[config.mk]
export PLATFORM = sky130hd
export DESIGN_NAME = neopix_frame_sched
export DESIGN_NICKNAME = d
export VERILOG_FILES = /design/src/rtl/neopix_frame_sched.sv
export SDC_FILE = /design/constraint.sdc
export NUM_CORES = 1
export LEC_CHECK = 0
export ABC_AREA = 0
export BUFFER_PORTS_ARGS = -buffer_cell sky130_fd_sc_hd__buf_2
export CAP_MARGIN = 15
export CORE_AREA = 2 2 58 60
export CTS_CLUSTER_SIZE = 20
export DETAILED_ROUTE_END_ITERATION = 10
export DIE_AREA = 0 0 60 62
export PLACE_DENSITY_LB_ADDON = 0.15
export SETUP_SLACK_MARGIN = 0.02
export SYNTH_ARGS = -nofsm -noshare
export SYNTH_HDL_FRONTEND = slang
export SYNTH_SLANG_ARGS = --single-unit
[constraint.sdc]
create_clock -name CLK -period 5.5 [get_ports CLK]
set_clock_uncertainty 0.2 [all_clocks]
set_input_delay 1.1 -clock CLK [delete_from_list [all_inputs] [get_ports CLK]]
set_output_delay 1.1 -clock CLK [all_outputs]
set_load 0.01 [all_outputs]
[src/rtl/neopix_frame_sched.sv]
// Double-buffer bank selector and refresh pacer between the SPI frame writer and the ws2812 serializer.
// Optional strip blanking after TIMEOUT_FRAMES idle refreshes is enabled by defining NEOPIX_BLANK_TIMEOUT_EN.
module neopix_frame_sched #(
    parameter int NUM_LEDS       = 256,
    parameter int SYSTEM_CLOCK   = 50000000,
    parameter int REFRESH_HZ     = 100,
    parameter int TIMEOUT_FRAMES = 100,
    localparam int CW            = $clog2(NUM_LEDS) + 1
) (
    input  logic          CLK,
    input  logic          RESET,
    input  logic          wr_start,
    input  logic          wr_done,
    input  logic [CW-1:0] wr_count,
    output logic          wr_bank,
    input  logic          disp_ready,
    output logic          disp_bank,
    output logic [CW-1:0] disp_count,
    output logic          disp_start,
    output logic          pending,
    output logic          frame_drop
);

    localparam int PERIOD = SYSTEM_CLOCK / REFRESH_HZ;
    localparam int TW     = (PERIOD > 1) ? $clog2(PERIOD) : 1;

    generate
        if (PERIOD < 2 || TIMEOUT_FRAMES < 1) begin : g_bad_cfg
            $error("neopix_frame_sched: refresh period must be >= 2 cycles and TIMEOUT_FRAMES >= 1");
        end
    endgenerate

    typedef enum logic {
        IDLE    = 1'b0,
        WRITING = 1'b1
    } wr_state_t;

    wr_state_t       state;
    wr_state_t       state_next;
    logic            writing;
    logic            frame_begin;
    logic            frame_complete;

    logic [TW-1:0]   tick_cnt;
    logic            tick_pend;
    logic [CW-1:0]   pend_count;
    logic [CW-1:0]   wr_count_clamped;
    logic            tick;
    logic            refresh_ev;
    logic            swap;
    logic            blank_now;

    // ------------------------------------------------------------------
    // Writer state machine
    // ------------------------------------------------------------------
    always_ff @(posedge CLK) begin
        if (RESET) begin
            state <= IDLE;
        end else begin
            state <= state_next;
        end
    end

    // NOTE: every signal assigned in always_comb gets a default first, so no
    // path leaves it unassigned and no latch is inferred.
    always_comb begin
        state_next = state;
        case (state)
            IDLE: begin
                if (wr_start) begin
                    state_next = WRITING;
                end
            end
            WRITING: begin
                // A start that coincides with done is a restart, not a completion.
                if (wr_start) begin
                    state_next = WRITING;
                end else if (wr_done) begin
                    state_next = IDLE;
                end
            end
            default: state_next = IDLE;
        endcase
    end

    always_comb begin
        writing        = 1'b0;
        frame_begin    = 1'b0;
        frame_complete = 1'b0;
        case (state)
            IDLE: begin
                frame_begin = wr_start;
            end
            WRITING: begin
                writing        = 1'b1;
                frame_complete = wr_done && !wr_start;
            end
            default: ;
        endcase
    end

    // ------------------------------------------------------------------
    // Refresh pacing and bank swap decision
    // ------------------------------------------------------------------
    assign tick             = (tick_cnt == TW'(PERIOD - 1));
    assign refresh_ev       = tick_pend && disp_ready;
    assign swap             = refresh_ev && pending && !writing;
    assign wr_count_clamped = (wr_count > CW'(NUM_LEDS)) ? CW'(NUM_LEDS) : wr_count;

`ifdef NEOPIX_BLANK_TIMEOUT_EN
    localparam int IW = $clog2(TIMEOUT_FRAMES + 1);

    logic [IW-1:0] idle_cnt;

    // Blank on the refresh that brings the idle count up to the limit.
    assign blank_now = refresh_ev && !swap && (idle_cnt == IW'(TIMEOUT_FRAMES - 1));

    always_ff @(posedge CLK) begin
        if (RESET) begin
            idle_cnt <= '0;
        end else if (swap) begin
            idle_cnt <= '0;
        end else if (refresh_ev && (idle_cnt != IW'(TIMEOUT_FRAMES))) begin
            idle_cnt <= idle_cnt + 1'b1;
        end
    end
`else
    assign blank_now = 1'b0;
`endif

    // NOTE: sequential state uses non-blocking assignments so every register
    // samples the pre-edge values, regardless of statement order.
    always_ff @(posedge CLK) begin
        if (RESET) begin
            tick_cnt   <= '0;
            tick_pend  <= 1'b0;
            disp_start <= 1'b0;
            disp_bank  <= 1'b0;
            wr_bank    <= 1'b1;
            disp_count <= '0;
            pending    <= 1'b0;
            pend_count <= '0;
            frame_drop <= 1'b0;
        end else begin
            tick_cnt <= tick ? '0 : tick_cnt + 1'b1;

            // A new tick outranks the consuming refresh, so none is lost.
            if (tick) begin
                tick_pend <= 1'b1;
            end else if (refresh_ev) begin
                tick_pend <= 1'b0;
            end

            disp_start <= refresh_ev;

            if (swap) begin
                disp_bank  <= ~disp_bank;
                wr_bank    <= disp_bank;
                disp_count <= pend_count;
            end else if (blank_now) begin
                disp_count <= '0;
            end

            frame_drop <= 1'b0;
            if (swap) begin
                pending <= 1'b0;
            end else if (frame_begin && pending) begin
                pending    <= 1'b0;
                frame_drop <= 1'b1;
            end else if (frame_complete) begin
                pending    <= 1'b1;
                pend_count <= wr_count_clamped;
            end
        end
    end

endmodule

* Word-level counts from Yosys, hierarchy flattened
Index checks and enable logic that the tools add are counted.
** Word-level totals
- Bits in registers :: 44
- Input port bits :: 14
- Output and inout bits :: 14
- Word-level logic and storage cells :: 40
** Cells by class
- $add $sub $neg :: 1
- $lt $le $gt $ge :: 1
- Eq/ne operators :: 1
- Mux-type cells :: 11
- Bitwise gates (word level) :: 4
- Reduce and logical (&&, ||, !) cells :: 12
** Operators by type and width (number)
- 19-bit by 1-bit adder with 19-bit output (second input constant) :: 1
- 19-bit == test (second input constant) :: 1
- 9-bit > comparator (second input constant) :: 1
- 1-bit 2-to-1 mux :: 9
- 9-bit 2-to-1 mux :: 1
- 1-bit logical AND :: 5
- 1-bit inverter :: 4
- 2-bit OR reduction :: 2
- 3-bit AND reduction :: 1
- 3-bit OR reduction :: 1
- 1-bit logical NOT :: 2
- 1-bit one-hot mux with 2 select lines :: 1
- 2-bit nonzero test :: 1

* Longest topological paths before layout
Gate-level depths: netlist (run 1).
- Word-level depth :: 5
- Gate-level depth with buffers :: 7
- Gate-level depth less buffers :: 5

* Worst setup path after synthesis (run 1)
Ideal clock, no wire load.
- Path type :: input-to-reg
- From :: in wr_start
- To :: reg pend_count[8]
- Setup time :: 0.128 ns
- Arrival time :: 1.879 ns
- Data required time :: 5.172 ns
- Path slack :: 3.293 ns
- Stages on the path :: 4
- Path buffers :: 1
- Cells stage by stage :: nand3b_1 > clkbuf_1 > mux2i_1 > nor2_1
** On the way
- Longest elaborated chain between the ends :: 4
- Elaborated cells on any way between the ends :: 7
- Classes of those cells :: mux: 2; bitwise: 1; reduce/logical: 4
** Ends and longest elaborated chain
- from (decl) :: line 12 : input logic wr_start,
- 1-bit logical NOT or 1-bit 2-to-1 mux (tied branches) :: line 96, 90
- 1-bit logical AND (on tied branches) :: line 96, 167
- 1-bit 2-to-1 mux or 1-bit inverter (tied branches)
- 3-bit AND reduction (no line) (*)
- to (signal assigned) :: line 172 : pend_count <= wr_count_clamped;
- to (decl) :: line 46 : logic [CW-1:0] pend_count;
Mark *: on every way between the ends. The rest lies on a longest branch, timed or not.
A chain may end at the register's enable or synchronous reset.

* Final worst setup path (run 1)
- From :: reg tick_cnt[0]
- To :: reg tick_cnt[10]
** On the way
- Longest elaborated chain between the ends :: 2
- Elaborated cells on any way between the ends :: 3
- Classes of those cells :: add/sub: 1; eq/ne: 1; reduce/logical: 1
** Ends and longest elaborated chain
- from (decl) :: line 44 : logic [TW-1:0] tick_cnt;
- from (signal assigned) :: line 145 : tick_cnt <= tick ? '0 : tick_cnt + 1'b1;
- parallel branches: the longest is 2 deep, another holds 19-bit by 1-bit adder with 19-bit output
Parallel ways; which one is timed is not known.

==> impl_results.md, run 1 <==
* Outcome: finished clean
* Switching share of power at 0.2135
* Max Clock Freq at around 440 MHz
* Pin slew with the least headroom to its limit at 0.6601 ns
* Share of total power in combinational logic at 0.036
* Post-route setup TNS at 0 ns
* Met1 wire length at approximately 1.6 mm
* Leakage at 0.7721 nW
* Placed cell count at 267
* Routability cong. at slightly below 0.8
* DR WL met2 at 1.564 mm
* Vias per cell at around 5.3
* P_sw at 0.1157 mW
* GRT Total Usage at 0.1931
* Global-route wire length before repair at 5.382 mm
* Gr ovfl total at 0
* Non-filler cells, final at 275
* Hpwl dp at 2.331 mm
* Worst r2r path cells at 5
* Starting Density at 0.5592
* Clock Latency Late Sink at 0.36 ns
* Post-synth EDFFs at 0
* Clock power frac at 0.363
* Synthesized area per cell at just under 9 sq um
* Count of unique library cells instantiated by Yosys at 29
* Core ar. at 0.003179 sq mm
* Largest net degree at the start of global routing at 28
* WL per Instance at 12.05 microns
* Drt total wl at 3.315 mm
* Vias at 1,452
* Critical Path RT at about 5.5 ns
* Synth area leader: dfxtp_1
* Clock Tree Buf Depth at 2
* Dominant synthesized flop cell: dfxtp_1
* Final Power at around 0.54 mW
* Headroom to the max-slew limit at 0.5586
* Synth Warn # at 0
* Hold path depth at 2
* Worst-path clk slew at 0.12 ns
* Synth async-reset ratio at 0
* Fillers at between 200 and 300
* Fin. Hold Viols at 0
* Crit path kind: reg2reg
* RSZ-0062 raised after global routing: no
* Area grow syn2layout at 13.23%
* Post-route ant nets at 0
* Post_cts resized at 0
* CP Max Fanout at 18
* Cts bufs inserted at 5
* Final Core Density at 0.6332
* Initial antenna violation count at 0
* Most frequent cells after synthesis: dfxtp_1, nor2_1, nand2_1
* CP Capture Type: register
* Final period utilization at 0.4178
* Boundary Pins at 28
* Final slew viol count at 0
* Syn nets at 217
* Die area at between 0.003 and 0.004 sq mm
* HP Class: reg2reg
* Clk sinks at 44
* Critical Path Start Type: register
* Sequential fraction of the synthesis area at 0.4954
* Synth area leaders: dfxtp_1, nor2_1, xnor2_1
* Cells after Synth at around 200
* Top Metal Used: met4
* Synth Register Bits at 44
* Synthesized area at 0.001778 sq mm
* Post-synth top area share at 0.4954
* Crit path time final at between 2 and 2.5 ns
* Top-count cell post-synth: dfxtp_1
* DR DRC count at 0
* Share of power burned in registers at 0.601
* Vias in the first global route at 1,290
* Layout cells sized above 1 at 0.1747
* PwrDens at around 270 mW/mm^2
* Final #Nets at 243
* Post-CTS Setup Inserts at 0
* Hold_buf cts at 0
* Worst IR Drop VDD at 0.1303 mV
* Final setup viols at 0
* 1st-iter DRT viols at 71
* # rows at 21
* IO Port Bufs at 27
* Antenna diodes at 0
* Htree depth at 2
* Crit path DAT at 2.32 ns
* DRT Pass-1 Iters at 4
* CTS tree: done
* Max-cap violations at 0
* Int Pwr at 0.4262 mW
* Met3 wire len at 127 microns
* Root buf cell: clkbuf_4
* Die Ht at 62 microns
* Die Width at 60 microns
[stage by stage]
step                      cell area, sq um  setup WS, ns  hold slack (ns)
after detailed placement              1937         2.954           0.2436
final                                 2013         3.202           0.2649
after floorplan                       1778         3.293           0.2299
after CTS                             2013         3.177           0.2679
after global routing                  2013         2.929           0.2940
after global placement                1937         3.027           0.2394
[critical path: stages (launching register included)]
cell	delay (ns)
dfxtp_1	0.39
ha_1	0.20
nand3_1	0.31
nor4_1	0.35
a41o_1	0.59
nor2_1	0.12
[area by class of cell]
type                       count  area [sq um]  share of cell area
clock buffer                   6         41.29             0.02051
clock inverter                 2         35.03             0.01740
inverter                       5         18.77            0.009323
multi-input combinational    144         837.1              0.4158
sequential                    44         880.8              0.4375
tap                           46         57.56             0.02859
timing repair buffer          28         142.6             0.07085
[flip-flops by register name (all words and copies together) (netlist names)]
register	flops
tick_cnt	19
disp_count	9
pend_count	9
disp_bank	1
disp_start	1
frame_drop	1
pending	1
state	1
tick_pend	1
wr_bank	1
[power groups by stage]
stage	clock network [mW]	logic [mW]	registers (mW)
after floorplan	0	0.0139	0.332
after global placement	0	0.0191	0.332
after CTS	0.203	0.0198	0.326
after detailed placement	0	0.0198	0.333
final	0.196	0.0198	0.326
after global routing	0.219	0.0221	0.326
[metal layers]
metal | global-route usage | up-vias
met5 | 0 | -
met4 | 0.07937 | 0
met3 | 0.06418 | 7
met2 | 0.3137 | 27
met1 | 0.2368 | 681
li1 | - | 737
[cells by family (layout without fill, tap and decap cells)]
| family | after synthesis | in the layout | share of synthesized area |
|---|---|---|---|
| compound gates | 25 | 25 | 0.07741 |
| flops | 44 | 44 | 0.4954 |
| buf+inv | 14 | 41 | 0.03378 |
| fa+ha+maj | 1 | 1 | 0.007036 |
| simple gates | 100 | 100 | 0.2963 |
| xor+xnor | 16 | 16 | 0.07882 |
| mux | 2 | 2 | 0.01126 |
[cell usage in the layout, fill, tap and decap left out]
| master | Yosys | final |
|---|---|---|
| xor2_1 | 2 | 2 |
| clkbuf_4 | 0 | 5 |
| clkbuf_1 | 7 | 1 |
| a41o_1 | 1 | 1 |
| nand3b_1 | 3 | 3 |
| buf_2 | 0 | 27 |
| o21ai_0 | 1 | 1 |
| nor2_1 | 35 | 35 |
| ha_1 | 1 | 1 |
| nand4_4 | 1 | 1 |
| dfxtp_1 | 44 | 44 |
| o21bai_1 | 1 | 1 |
| nor4_4 | 1 | 1 |
| nor4b_2 | 1 | 1 |
| mux2i_1 | 2 | 2 |
| nand3_1 | 6 | 6 |
| nand4_1 | 3 | 3 |
| a21bo_2 | 1 | 1 |
| buf_4 | 2 | 1 |
| xnor2_1 | 14 | 14 |
| nand2b_1 | 1 | 1 |
| nand2_1 | 24 | 24 |
| nor3b_1 | 9 | 9 |
| bufinv_16 | 0 | 1 |
| nand4_2 | 1 | 1 |
| a21oi_1 | 21 | 21 |
| nor4_1 | 5 | 5 |
| clkinv_2 | 0 | 1 |
| nor4b_1 | 1 | 1 |
| inv_1 | 5 | 5 |
| nand4b_1 | 1 | 1 |
| nor3_1 | 7 | 7 |
| and3_1 | 1 | 1 |
[worst paths after layout]
kind / start / endpoint / slack, ns
worst min register to register: pend_count[6] / disp_count[6] / 0.26
worst max register to register: tick_cnt[0] / tick_cnt[10] / 3.20
worst max-delay path: tick_cnt[0] / tick_cnt[10] / 3.20
worst min-delay path: pend_count[6] / disp_count[6] / 0.26
Power figures use the tool's default switching activity.
==> run 2: changes to the inputs <==
- CORE_AREA: 2 2 58 60 -> 2 2 64 66
- DIE_AREA: 0 0 60 62 -> 0 0 66 68
- clock period: 5.5 -> 2.1 ns (I/O delays scaled with it)
==> impl_results.md, run 2 (same netlist as run 1, synthesis figures left out) <==
* Outcome: finished clean
* Initial antenna violation count at 0 (unchanged)
* Share of power burned in registers at 0.609 (+0.008)
* Commonest non-fill, non-tap cells in the layout: dfxtp_1, nor2_1, buf_2, nand2_1, a21oi_1
* DRT Pass-1 Iters at 4 (unchanged)
* Vias per cell at 5.049 (-4.4%)
* Final setup viols at 0 (unchanged)
* Pin slew with the least headroom to its limit at 0.4198 ns (-0.2402 ns)
* Gr ovfl total at 0 (unchanged)
* Final Instance Area at 0.002064 sq mm (+2.5%)
* Vias in the first global route at 1,256 (-2.6%)
* Final #Nets at 249 (+2.5%)
* Max Clock Freq at 547.3 MHz (+26%)
* Switching share of power at 0.2165 (+0.003065)
* Layout cells sized above 1 at 0.1923 (+0.01764)
* HP Class: in2reg
* Post-route setup TNS at 0 ns (unchanged)
* Crit path time final at 1.827 ns (-0.4707 ns)
* RSZ-0062 raised after global routing: no
* Hold_buf cts at 0 (unchanged)
* Core ar. at 0.003856 sq mm (+21%)
* CTS tree: done
* Final period utilization at 0.8701 (+0.4523)
* Antenna diodes at 0 (unchanged)
* Crit path largest cell delay at 0.38 ns (-0.21 ns)
* Starting Density at 0.4611 (-0.09816)
* Crit path DAT at 1.81 ns (-0.51 ns)
* P_sw at 0.3030 mW (+160%)
* CP Capture Type: register
* Global-route wire length before repair at 5.713 mm (+6.2%)
* PwrDens at 677.9 mW/mm^2 (+150%)
* Int Pwr at 1.097 mW (+160%)
* 1st-iter DRT viols at 87 (+23%)
* Worst-path clk slew at 0.08 ns (-0.04 ns)
* Critical path's top delay family: simple AND/OR/NAND/NOR gates
* Post-route ant nets at 0 (unchanged)
* Drt total wl at 3.390 mm (+2.3%)
* WL per Instance at 11.94 microns (-0.98%)
* Final slew viol count at 0 (unchanged)
* Headroom to the max-slew limit at 0.7162 (+0.1575)
* Post_cts resized at 0 (unchanged)
* Share of total power in combinational logic at 0.042 (+0.006)
* IO Port Bufs at 27 (unchanged)
* Boundary Pins at 28 (unchanged)
* CP Max Fanout at 9 (-9)
* Largest net degree at the start of global routing at 19 (-32%)
* Worst flop-to-flop path endpoint: tick_cnt[12]
* Buf+Inv Stages, Crit Path at 1 (+1)
* Worst r2r path cells at 6 (+1)
* Worst Setup EP: tick_cnt[12]
* Clock power frac at 0.350 (-0.013)
* Critical Path RT at 2.09 ns (-3.43 ns)
* Reg2reg setup slack at 0.27 ns (-2.93 ns)
* Leakage at 0.7979 nW (+3.3%)
* Routability cong. at 0.7760 (-1.6%)
* Cts bufs inserted at 5 (unchanged)
* Clock Tree Buf Depth at 2 (unchanged)
* Fin. Hold Viols at 0 (unchanged)
* Register bank with the most flops: tick_cnt
* Htree depth at 2 (unchanged)
* CP max stage cell: dfxtp_1
* Flip-flop count of the largest register after layout at 19 (unchanged)
* Die area at 0.004488 sq mm (+21%)
* Critical Path Start Type: register
* Post-CTS Setup Inserts at 0 (unchanged)
* Reg-to-Reg Start: tick_cnt[0]
* Most common cell after layout, fill and taps aside: dfxtp_1
* Number of cells on the critical path at 6 (+1)
* Vias at 1,434 (-1.2%)
* Die Ht at 68 microns (+9.7%)
* DR DRC count at 0 (unchanged)
* Crit path kind: reg2reg
* Area grow syn2layout at 16.12%
* Clock Latency Late Sink at 0.29 ns (-0.07 ns)
* Worst IR Drop VDD at 0.4160 mV (+220%)
* DP Area at 0.001987 sq mm (+2.6%)
* GRT Total Usage at 0.1667 (-0.02637)
* Hpwl dp at 2.380 mm (+2.1%)
* Worst path cell trace: ha_1 > nand3_1 > nor4_1 > a41o_1 > buf_4 > nor2_1
* Final Power at 1.400 mW (+160%)
* Clk sinks at 44 (unchanged)
* Largest regs: tick_cnt: 19 flops, disp_count: 9 flops, pend_count: 9 flops
* Worst Setup SP: tick_cnt[0]
* Root buf cell: clkbuf_8
* Max-cap violations at 0 (unchanged)
* # rows at 23 (+9.5%)
* Die Width at 66 microns (+10%)
[run 2: cell count changes in the layout (fill, tap and decap cells not counted), sizes merged]
cell,delta
buf,+6
bufinv,-1
[run 2: power groups by stage]
stage / clock (mW) / sequential [mW] / combinational, mW
6_report: 0.489 / 0.852 / 0.0586
5_1_grt: 0.553 / 0.853 / 0.0661
2_1_floorplan: 0 / 0.870 / 0.0364
3_5_place_dp: 0 / 0.871 / 0.0588
3_3_place_gp: 0 / 0.871 / 0.0586
4_1_cts: 0.513 / 0.851 / 0.0591
[run 2: per-layer routing]
layer | wire length (microns) | up-vias | share of wire | GRT usage
li1 | - | 744 | - | -
met1 | 1721 | 659 | 0.51 | 0.2350
met2 | 1499 | 27 | 0.44 | 0.2412
met3 | 146 | 4 | 0.043 | 0.04934
met4 | 23 | 0 | 0.0068 | 0.06122
met5 | 0 | - | 0 | 0
[run 2: layout make-up]
| class | count | area [sq um] |
|---|---|---|
| Clock buffer | 6 | 72.57 |
| Clock inverter | 1 | 5.005 |
| Fill cell | 393 | 1792 |
| Inverter | 5 | 18.77 |
| Multi-Input combinational cell | 144 | 837.1 |
| Sequential cell | 44 | 880.8 |
| Tap cell | 50 | 62.56 |
| Timing Repair Buffer | 34 | 187.7 |
[run 2: worst min-delay path by stage]
stage | cells past startpoint | startpoint | to | slack, ns
final | 3 | wr_start | state | 0.16
after global routing | 3 | wr_start | state | 0.18
after CTS | 3 | wr_start | state | 0.16
after detailed placement | 2 | disp_count[6] | disp_count[6] | 0.25
after global placement | 2 | pend_count[4] | disp_count[4] | 0.24
after floorplan | 1 | tick_cnt[0] | tick_cnt[0] | 0.23
[run 2: per-stage QoR]
stage / utilization / setup WS [ns] / hold WS [ns] / cells
detailed placement: 0.5153 / 0.3034 / 0.2469 / 277
floorplan: - / 0.2498 / 0.2299 / 202
CTS: 0.5354 / 0.2836 / 0.1590 / 284
finish: 0.5354 / 0.2729 / 0.1610 / 284
global placement: 0.5153 / 0.2999 / 0.2419 / 277
global route: 0.5354 / 0.05375 / 0.1770 / 284
[run 2: worst min-delay path: stages]
cell and delay (ns):
buf_2 0.09, a21oi_1 0.04, nor2_1 0.07
